### config.mk
export PLATFORM = sky130hd
export DESIGN_NAME = viterbi_ctrl_flat
export DESIGN_NICKNAME = d
export VERILOG_FILES = /design/src/rtl/viterbi_pkg.sv /design/src/rtl/viterbi_ctrl_if.sv /design/src/rtl/vit_addr_cnt.sv /design/src/rtl/viterbi_ctrl.sv /design/src/flat_wrapper.sv
export SDC_FILE = /design/constraint.sdc
export NUM_CORES = 1
export LEC_CHECK = 0
export ABC_AREA = 1
export BUFFER_PORTS_ARGS = -buffer_cell sky130_fd_sc_hd__buf_2
export CAP_MARGIN = 20
export CORE_UTILIZATION = 36
export DETAILED_ROUTE_END_ITERATION = 10
export GPL_TIMING_DRIVEN = 0
export PLACE_DENSITY = 0.68
export SYNTH_ARGS = -nofsm -noshare
export SYNTH_HDL_FRONTEND = slang
export SYNTH_SLANG_ARGS = --single-unit
export TNS_END_PERCENT = 5
### constraint.sdc
create_clock -name clk -period 1.4 [get_ports clk]
set_input_delay 0.21 -clock clk [delete_from_list [all_inputs] [get_ports clk]]
set_output_delay 0.21 -clock clk [all_outputs]
set_load 0.02 [all_outputs]
### src/rtl/viterbi_pkg.sv
// Shared types and default sizing for the radix-4 Viterbi sequencing controller.
// Defaults describe a 16-symbol frame with a 16-entry survivor memory.
package viterbi_pkg;

   localparam int SYM_W         = 4;
   localparam int DIBIT_W       = 2;
   localparam int VIT_FRAME_LEN = 16;
   localparam int VIT_ADDR_W    = 4;

   typedef enum logic [2:0] {
      ST_IDLE,
      ST_INIT,
      ST_BRANCH,
      ST_ACS,
      ST_TRACE,
      ST_DONE
   } vit_ctrl_state_t;

endpackage

### src/rtl/viterbi_ctrl_if.sv
// Controller-facing bundle: symbol intake, BMU/ACS/survivor controls, traceback stream.
// i_abort is present only when VIT_CTRL_ABORT_EN is defined.
interface viterbi_ctrl_if
   import viterbi_pkg::*;
#(
   parameter int ADDR_W = VIT_ADDR_W
) ();

`ifdef VIT_CTRL_ABORT_EN
   logic                i_abort;
`endif
   logic                i_start;
   logic                i_rx_valid;
   logic [SYM_W-1:0]    i_Rx;
   logic                o_rx_ready;
   logic [SYM_W-1:0]    o_Rx;
   logic                o_en_branch;
   logic                o_pm_init;
   logic                o_en_acs;
   logic                o_sv_wr_en;
   logic [ADDR_W-1:0]   o_sv_wr_addr;
   logic                o_en_tb;
   logic [ADDR_W-1:0]   o_tb_addr;
   logic [DIBIT_W-1:0]  i_tb_dibit;
   logic [DIBIT_W-1:0]  o_data;
   logic                o_valid;
   logic                i_ready;
   logic                o_last;
   logic                o_busy;
   logic                o_done;

   modport master (
`ifdef VIT_CTRL_ABORT_EN
      input  i_abort,
`endif
      input  i_start, i_rx_valid, i_Rx, i_tb_dibit, i_ready,
      output o_rx_ready, o_Rx, o_en_branch, o_pm_init, o_en_acs, o_sv_wr_en,
      output o_sv_wr_addr, o_en_tb, o_tb_addr, o_data, o_valid, o_last, o_busy, o_done
   );

   modport slave (
`ifdef VIT_CTRL_ABORT_EN
      output i_abort,
`endif
      output i_start, i_rx_valid, i_Rx, i_tb_dibit, i_ready,
      input  o_rx_ready, o_Rx, o_en_branch, o_pm_init, o_en_acs, o_sv_wr_en,
      input  o_sv_wr_addr, o_en_tb, o_tb_addr, o_data, o_valid, o_last, o_busy, o_done
   );

endinterface

### src/rtl/vit_addr_cnt.sv
// Up/down address counter with synchronous load, enable and terminal-count flag; 1-cycle update.
// Saturates at TERM: an enabled count at the terminal value holds instead of wrapping.
module vit_addr_cnt #(
   parameter int              ADDR_W = 4,
   parameter bit              UP     = 1'b1,
   parameter logic [ADDR_W-1:0] TERM = '0
) (
   input  logic              clk,
   input  logic              rst,
   input  logic              load,
   input  logic [ADDR_W-1:0] load_val,
   input  logic              en,
   output logic [ADDR_W-1:0] cnt,
   output logic              tc
);

   assign tc = (cnt == TERM);

   always_ff @(posedge clk or posedge rst) begin
      if (rst) begin
         cnt <= '0;
      end else if (load) begin
         cnt <= load_val;
      end else if (en && !tc) begin
         cnt <= UP ? cnt + 1'b1 : cnt - 1'b1;
      end
   end

endmodule

### src/rtl/viterbi_ctrl.sv
// Viterbi frame sequencer: INIT, then BRANCH/ACS per symbol (2 cycles/symbol), then reverse traceback 1 dibit/cycle;
// waits in BRANCH on !i_rx_valid and holds TRACE outputs on !i_ready. VIT_CTRL_ABORT_EN adds i_abort.
module viterbi_ctrl
   import viterbi_pkg::*;
#(
   parameter int FRAME_LEN = VIT_FRAME_LEN,
   parameter int ADDR_W    = VIT_ADDR_W
) (
   input logic            clk,
   input logic            rst,
   viterbi_ctrl_if.master bus
);

   localparam logic [ADDR_W-1:0] LAST_ADDR = ADDR_W'(FRAME_LEN - 1);

   vit_ctrl_state_t     state, state_nxt;
   logic [ADDR_W-1:0]   sym_cnt, tb_cnt, tb_load_val;
   logic                sym_tc, tb_tc;
   logic                abort, xfer, sym_load, sym_en, tb_load, tb_en;
   logic [SYM_W-1:0]    rx_q;

   logic                rx_ready, en_branch, pm_init, en_acs, sv_wr_en;
   logic                en_tb, valid, last, done;
   logic [ADDR_W-1:0]   sv_wr_addr, tb_addr;
   logic [DIBIT_W-1:0]  data;

`ifdef VIT_CTRL_ABORT_EN
   assign abort = bus.i_abort && (state != ST_IDLE);
`else
   assign abort = 1'b0;
`endif

   assign xfer        = (state == ST_TRACE) && bus.i_ready;
   assign sym_load    = (state == ST_INIT) || abort;
   assign sym_en      = (state == ST_ACS) && !sym_tc;
   assign tb_load     = ((state == ST_ACS) && sym_tc) || abort;
   assign tb_load_val = abort ? '0 : LAST_ADDR;
   assign tb_en       = xfer;

   vit_addr_cnt #(.ADDR_W(ADDR_W), .UP(1'b1), .TERM(LAST_ADDR)) u_sym_cnt (
      .clk(clk), .rst(rst), .load(sym_load), .load_val('0), .en(sym_en),
      .cnt(sym_cnt), .tc(sym_tc)
   );

   vit_addr_cnt #(.ADDR_W(ADDR_W), .UP(1'b0), .TERM('0)) u_tb_cnt (
      .clk(clk), .rst(rst), .load(tb_load), .load_val(tb_load_val), .en(tb_en),
      .cnt(tb_cnt), .tc(tb_tc)
   );

   always_ff @(posedge clk or posedge rst) begin
      if (rst) begin
         state <= ST_IDLE;
      end else begin
         state <= state_nxt;
      end
   end

   always_ff @(posedge clk or posedge rst) begin
      if (rst) begin
         rx_q <= '0;
      end else if (abort) begin
         rx_q <= '0;
      end else if ((state == ST_BRANCH) && bus.i_rx_valid) begin
         rx_q <= bus.i_Rx;
      end
   end

   always_comb begin
      state_nxt  = state;
      rx_ready   = 1'b0;
      en_branch  = 1'b0;
      pm_init    = 1'b0;
      en_acs     = 1'b0;
      sv_wr_en   = 1'b0;
      sv_wr_addr = '0;
      en_tb      = 1'b0;
      tb_addr    = '0;
      valid      = 1'b0;
      data       = '0;
      last       = 1'b0;
      done       = 1'b0;
      case (state)
         ST_IDLE: begin
            if (bus.i_start) state_nxt = ST_INIT;
         end
         ST_INIT: begin
            pm_init   = 1'b1;
            state_nxt = ST_BRANCH;
         end
         ST_BRANCH: begin
            rx_ready = 1'b1;
            if (bus.i_rx_valid) state_nxt = ST_ACS;
         end
         ST_ACS: begin
            en_branch  = 1'b1;
            en_acs     = 1'b1;
            sv_wr_en   = 1'b1;
            sv_wr_addr = sym_cnt;
            state_nxt  = sym_tc ? ST_TRACE : ST_BRANCH;
         end
         ST_TRACE: begin
            // Outputs follow tb_cnt, which only moves on a transfer, so a stall holds them.
            en_tb   = 1'b1;
            tb_addr = tb_cnt;
            valid   = 1'b1;
            data    = bus.i_tb_dibit;
            last    = tb_tc;
            if (xfer && tb_tc) state_nxt = ST_DONE;
         end
         ST_DONE: begin
            done      = 1'b1;
            state_nxt = ST_IDLE;
         end
         default: state_nxt = ST_IDLE;
      endcase
      if (abort) state_nxt = ST_IDLE;
   end

   assign bus.o_rx_ready   = rx_ready;
   assign bus.o_Rx         = rx_q;
   assign bus.o_en_branch  = en_branch;
   assign bus.o_pm_init    = pm_init;
   assign bus.o_en_acs     = en_acs;
   assign bus.o_sv_wr_en   = sv_wr_en;
   assign bus.o_sv_wr_addr = sv_wr_addr;
   assign bus.o_en_tb      = en_tb;
   assign bus.o_tb_addr    = tb_addr;
   assign bus.o_data       = data;
   assign bus.o_valid      = valid;
   assign bus.o_last       = last;
   assign bus.o_busy       = (state != ST_IDLE);
   assign bus.o_done       = done;

endmodule

### src/flat_wrapper.sv
// flat-port wrapper written by rule: the top's interface ports become plain ports
module viterbi_ctrl_flat import viterbi_pkg::*;
#(
   parameter int FRAME_LEN = VIT_FRAME_LEN,
   parameter int ADDR_W    = VIT_ADDR_W
)
  (clk, rst, bus_i_start, bus_i_rx_valid, bus_i_Rx, bus_i_tb_dibit, bus_i_ready, bus_o_rx_ready, bus_o_Rx, bus_o_en_branch, bus_o_pm_init, bus_o_en_acs, bus_o_sv_wr_en, bus_o_sv_wr_addr, bus_o_en_tb, bus_o_tb_addr, bus_o_data, bus_o_valid, bus_o_last, bus_o_busy, bus_o_done);
  viterbi_ctrl_if #(.ADDR_W(ADDR_W)) bus_i ();
  input logic clk;
  input logic rst;
  input wire logic [$bits(bus_i.i_start)-1:0] bus_i_start;
  input wire logic [$bits(bus_i.i_rx_valid)-1:0] bus_i_rx_valid;
  input wire logic [$bits(bus_i.i_Rx)-1:0] bus_i_Rx;
  input wire logic [$bits(bus_i.i_tb_dibit)-1:0] bus_i_tb_dibit;
  input wire logic [$bits(bus_i.i_ready)-1:0] bus_i_ready;
  output wire logic [$bits(bus_i.o_rx_ready)-1:0] bus_o_rx_ready;
  output wire logic [$bits(bus_i.o_Rx)-1:0] bus_o_Rx;
  output wire logic [$bits(bus_i.o_en_branch)-1:0] bus_o_en_branch;
  output wire logic [$bits(bus_i.o_pm_init)-1:0] bus_o_pm_init;
  output wire logic [$bits(bus_i.o_en_acs)-1:0] bus_o_en_acs;
  output wire logic [$bits(bus_i.o_sv_wr_en)-1:0] bus_o_sv_wr_en;
  output wire logic [$bits(bus_i.o_sv_wr_addr)-1:0] bus_o_sv_wr_addr;
  output wire logic [$bits(bus_i.o_en_tb)-1:0] bus_o_en_tb;
  output wire logic [$bits(bus_i.o_tb_addr)-1:0] bus_o_tb_addr;
  output wire logic [$bits(bus_i.o_data)-1:0] bus_o_data;
  output wire logic [$bits(bus_i.o_valid)-1:0] bus_o_valid;
  output wire logic [$bits(bus_i.o_last)-1:0] bus_o_last;
  output wire logic [$bits(bus_i.o_busy)-1:0] bus_o_busy;
  output wire logic [$bits(bus_i.o_done)-1:0] bus_o_done;
  assign bus_i.i_start = bus_i_start;
  assign bus_i.i_rx_valid = bus_i_rx_valid;
  assign bus_i.i_Rx = bus_i_Rx;
  assign bus_i.i_tb_dibit = bus_i_tb_dibit;
  assign bus_i.i_ready = bus_i_ready;
  assign bus_o_rx_ready = bus_i.o_rx_ready;
  assign bus_o_Rx = bus_i.o_Rx;
  assign bus_o_en_branch = bus_i.o_en_branch;
  assign bus_o_pm_init = bus_i.o_pm_init;
  assign bus_o_en_acs = bus_i.o_en_acs;
  assign bus_o_sv_wr_en = bus_i.o_sv_wr_en;
  assign bus_o_sv_wr_addr = bus_i.o_sv_wr_addr;
  assign bus_o_en_tb = bus_i.o_en_tb;
  assign bus_o_tb_addr = bus_i.o_tb_addr;
  assign bus_o_data = bus_i.o_data;
  assign bus_o_valid = bus_i.o_valid;
  assign bus_o_last = bus_i.o_last;
  assign bus_o_busy = bus_i.o_busy;
  assign bus_o_done = bus_i.o_done;
  viterbi_ctrl #(.FRAME_LEN(FRAME_LEN), .ADDR_W(ADDR_W)) u_core (.clk(clk), .rst(rst), .bus(bus_i));
endmodule
==> metrics.csv <==
metric,value,unit
peakVddDrop,1020,µV
postSynthNetCount,141,
postRouteAntennaNets,0,
num_antenna_cells,0,
stdcell_count,201,
cts_buffers,3,
rsz0062_at_grt,yes,
fin_crit_sh,115,%
grt_pass1_wl,3520,µm
insertion_delay,0.29,ns
slew_headroom,63.6,%
clockBufferDepth,2,
hold_depth,3,
start_util,38.1,%
die-height,53.0,µm
critPathLaunchType,register,
dpl.cell_count,192,
status,"complete, but fails checks",
required,1.19,ns
netlist_area,935,µm²
synth_area_leaders,"dfrtp_1, nand2_1, nand3_1, nor2_1, inv_1",
violations,setup timing,
drive_gt1_share,41.5,%
die_w,53.0,µm
htreeDepth,1,
path_class,reg -> out,
grt_util_all_layers,17.5,%
period_needed,1.61,ns
dieArea,2800,µm²
wl_per_cell,10.5,µm
yosysTopAreaCell,dfrtp_1,
gr-total-overflow,0,
fmax,620,MHz
cap_violations,0,
placed_area,1200,µm²
hp-class,in -> reg,
cts.sinks,15,
end_kind,output port,
via_per_inst,4.74,
core-area,2450,µm²
wirelength,2120,µm
final_area,1350,µm²
ys_types,20,
ys_warn_count,0,
mostFrequentLayoutCells,"nand2_1, buf_2, nand3_1, inv_1, dfrtp_1",
syn_inst,128,
synth_seq_area_share,40.2,%
root_buffer,clkbuf_4,
yosysTopAreaCellShare,40.2,%
grt_pass1_vias,842,
cts.clk_slew.worst_paths,0.09,ns
syn2layout_area_growth,44.2,%
nets,185,
cts_tree,built,
gp_congestion,0.803,
grt_start_max_net_pins,16,
finalHoldViolations,0,
pre_cts_slack,-0.0769,ns
finalClockSkew,0.00916,ns
p_leak,0.715,nW
path_max_fanout,8,
antenna_found_initial,0,
power_density,1490,nW/µm²
avgSynthCellArea,7.30,µm²
vias,953,
ios,35,
portBuffers,34,
crit_arrival,1.40,ns
first_iter_violations,15,
rr_worst_depth,6,
finalMaxSlewViolations,0,
setup_violations,19,
ys_ff_latch,15,
layout_setup_ws,-0.213,ns
drc,0,
rows,18,
tns,-2.88,ns
timing.hold.ws,0.149,ns
drt_pass1_iterations,4,
mostFrequentLayoutCell,nand2_1,
worst_slew_pin_slew,0.545,ns
dp_hpwl,1610,µm
==> worst max-delay path, cell delays in order, from the launching register on <==
cell,delay (ns)
dfrtp_2,0.47
nor3_4,0.27
inv_4,0.14
nor2_4,0.11
buf_6,0.12
==> routing by layer <==
| metal | track usage (%) | up-vias | wire length, µm |
|---|---|---|---|
| met3 | 1.72 | 5 | 86 |
| met2 | 28.3 | 25 | 1020 |
| met4 | 10.5 | 0 | 48 |
| met5 | 0 | - | 0 |
| li1 | - | 487 | - |
| met1 | 22.4 | 436 | 959 |
==> path summary, 6_finish.rpt <==
check,from,slack (ns),to
worst max-delay path,u_core.state[1],-0.21,bus_o_data[1]
worst min-delay path,bus_i_Rx[0],0.15,u_core.bus.o_Rx[0]
worst max register to register,u_core.u_sym_cnt.cnt[0],0.08,u_core.u_sym_cnt.cnt[0]
worst min register to register,u_core.bus.o_Rx[2],0.48,u_core.bus.o_Rx[2]
max in group asynchronous,rst,0.51,u_core.state[2]
min in group asynchronous,rst,0.49,u_core.u_sym_cnt.cnt[3]
==> stage by stage <==
step	total power [mW]	util, %
after floorplan	1.38	-
final	2.00	54.9
after global placement	1.64	48.8
after CTS	1.93	53.0
after detailed placement	1.67	48.8
after global routing	2.17	54.9
==> Yosys cell counts, drive strengths merged <==
library cell  number
ha                 2
nor3               3
inv               18
nand2             35
dfrtp             15
nand3b             2
nand3             19
o21ai              6
nand4              2
xnor2              1
buf                4
nor2              21
==> cell type report <==
| type | instances | area [µm²] |
|---|---|---|
| Multi-Input combinational cell | 91 | 539 |
| Clock buffer | 4 | 26.3 |
| Buffer | 3 | 22.5 |
| Fill cell | 243 | 1110 |
| Tap cell | 30 | 37.5 |
| Sequential cell | 15 | 379 |
| Timing Repair Buffer | 40 | 273 |
| Inverter | 18 | 70.1 |
==> registers in the layout, summed over array words and instances, names as in the netlist <==
| signal | count |
|---|---|
| u_core.bus.o_Rx | 4 |
| u_core.state | 3 |
| u_core.u_sym_cnt.cnt | 4 |
| u_core.u_tb_cnt.cnt | 4 |
==> cell families (layout without fill, tap and decap cells) <==
logic type	count (synthesis)	count (layout)	synth area share, %
XOR/XNOR	1	1	0.937
adder cells (fa/ha/maj)	2	2	2.68
AO/OA/AOI/OAI	6	6	4.02
AND/OR/NAND/NOR	82	82	42.0
buffers and inverters	22	65	10.2
flip-flops	15	15	40.2
==> repair_timing <==
| item | 4_1_cts | 5_1_grt |
|---|---|---|
| setup buffers | 1 | 4 |
| endpoints found under the setup margin | 20 | 27 |
| resized for setup | 22 | 4 |
| pin swaps | 1 | 2 |
| hold buffers | 1 | 0 |
| hold endpoints to repair | 15 | 0 |
==> report_power, final <==
part	internal [mW]	switching, mW	total, mW
logic	0.405	0.634	1.04
registers	0.567	0.144	0.711
clock network	0.111	0.142	0.253
Note: power is estimated with default switching activity, not from simulation.
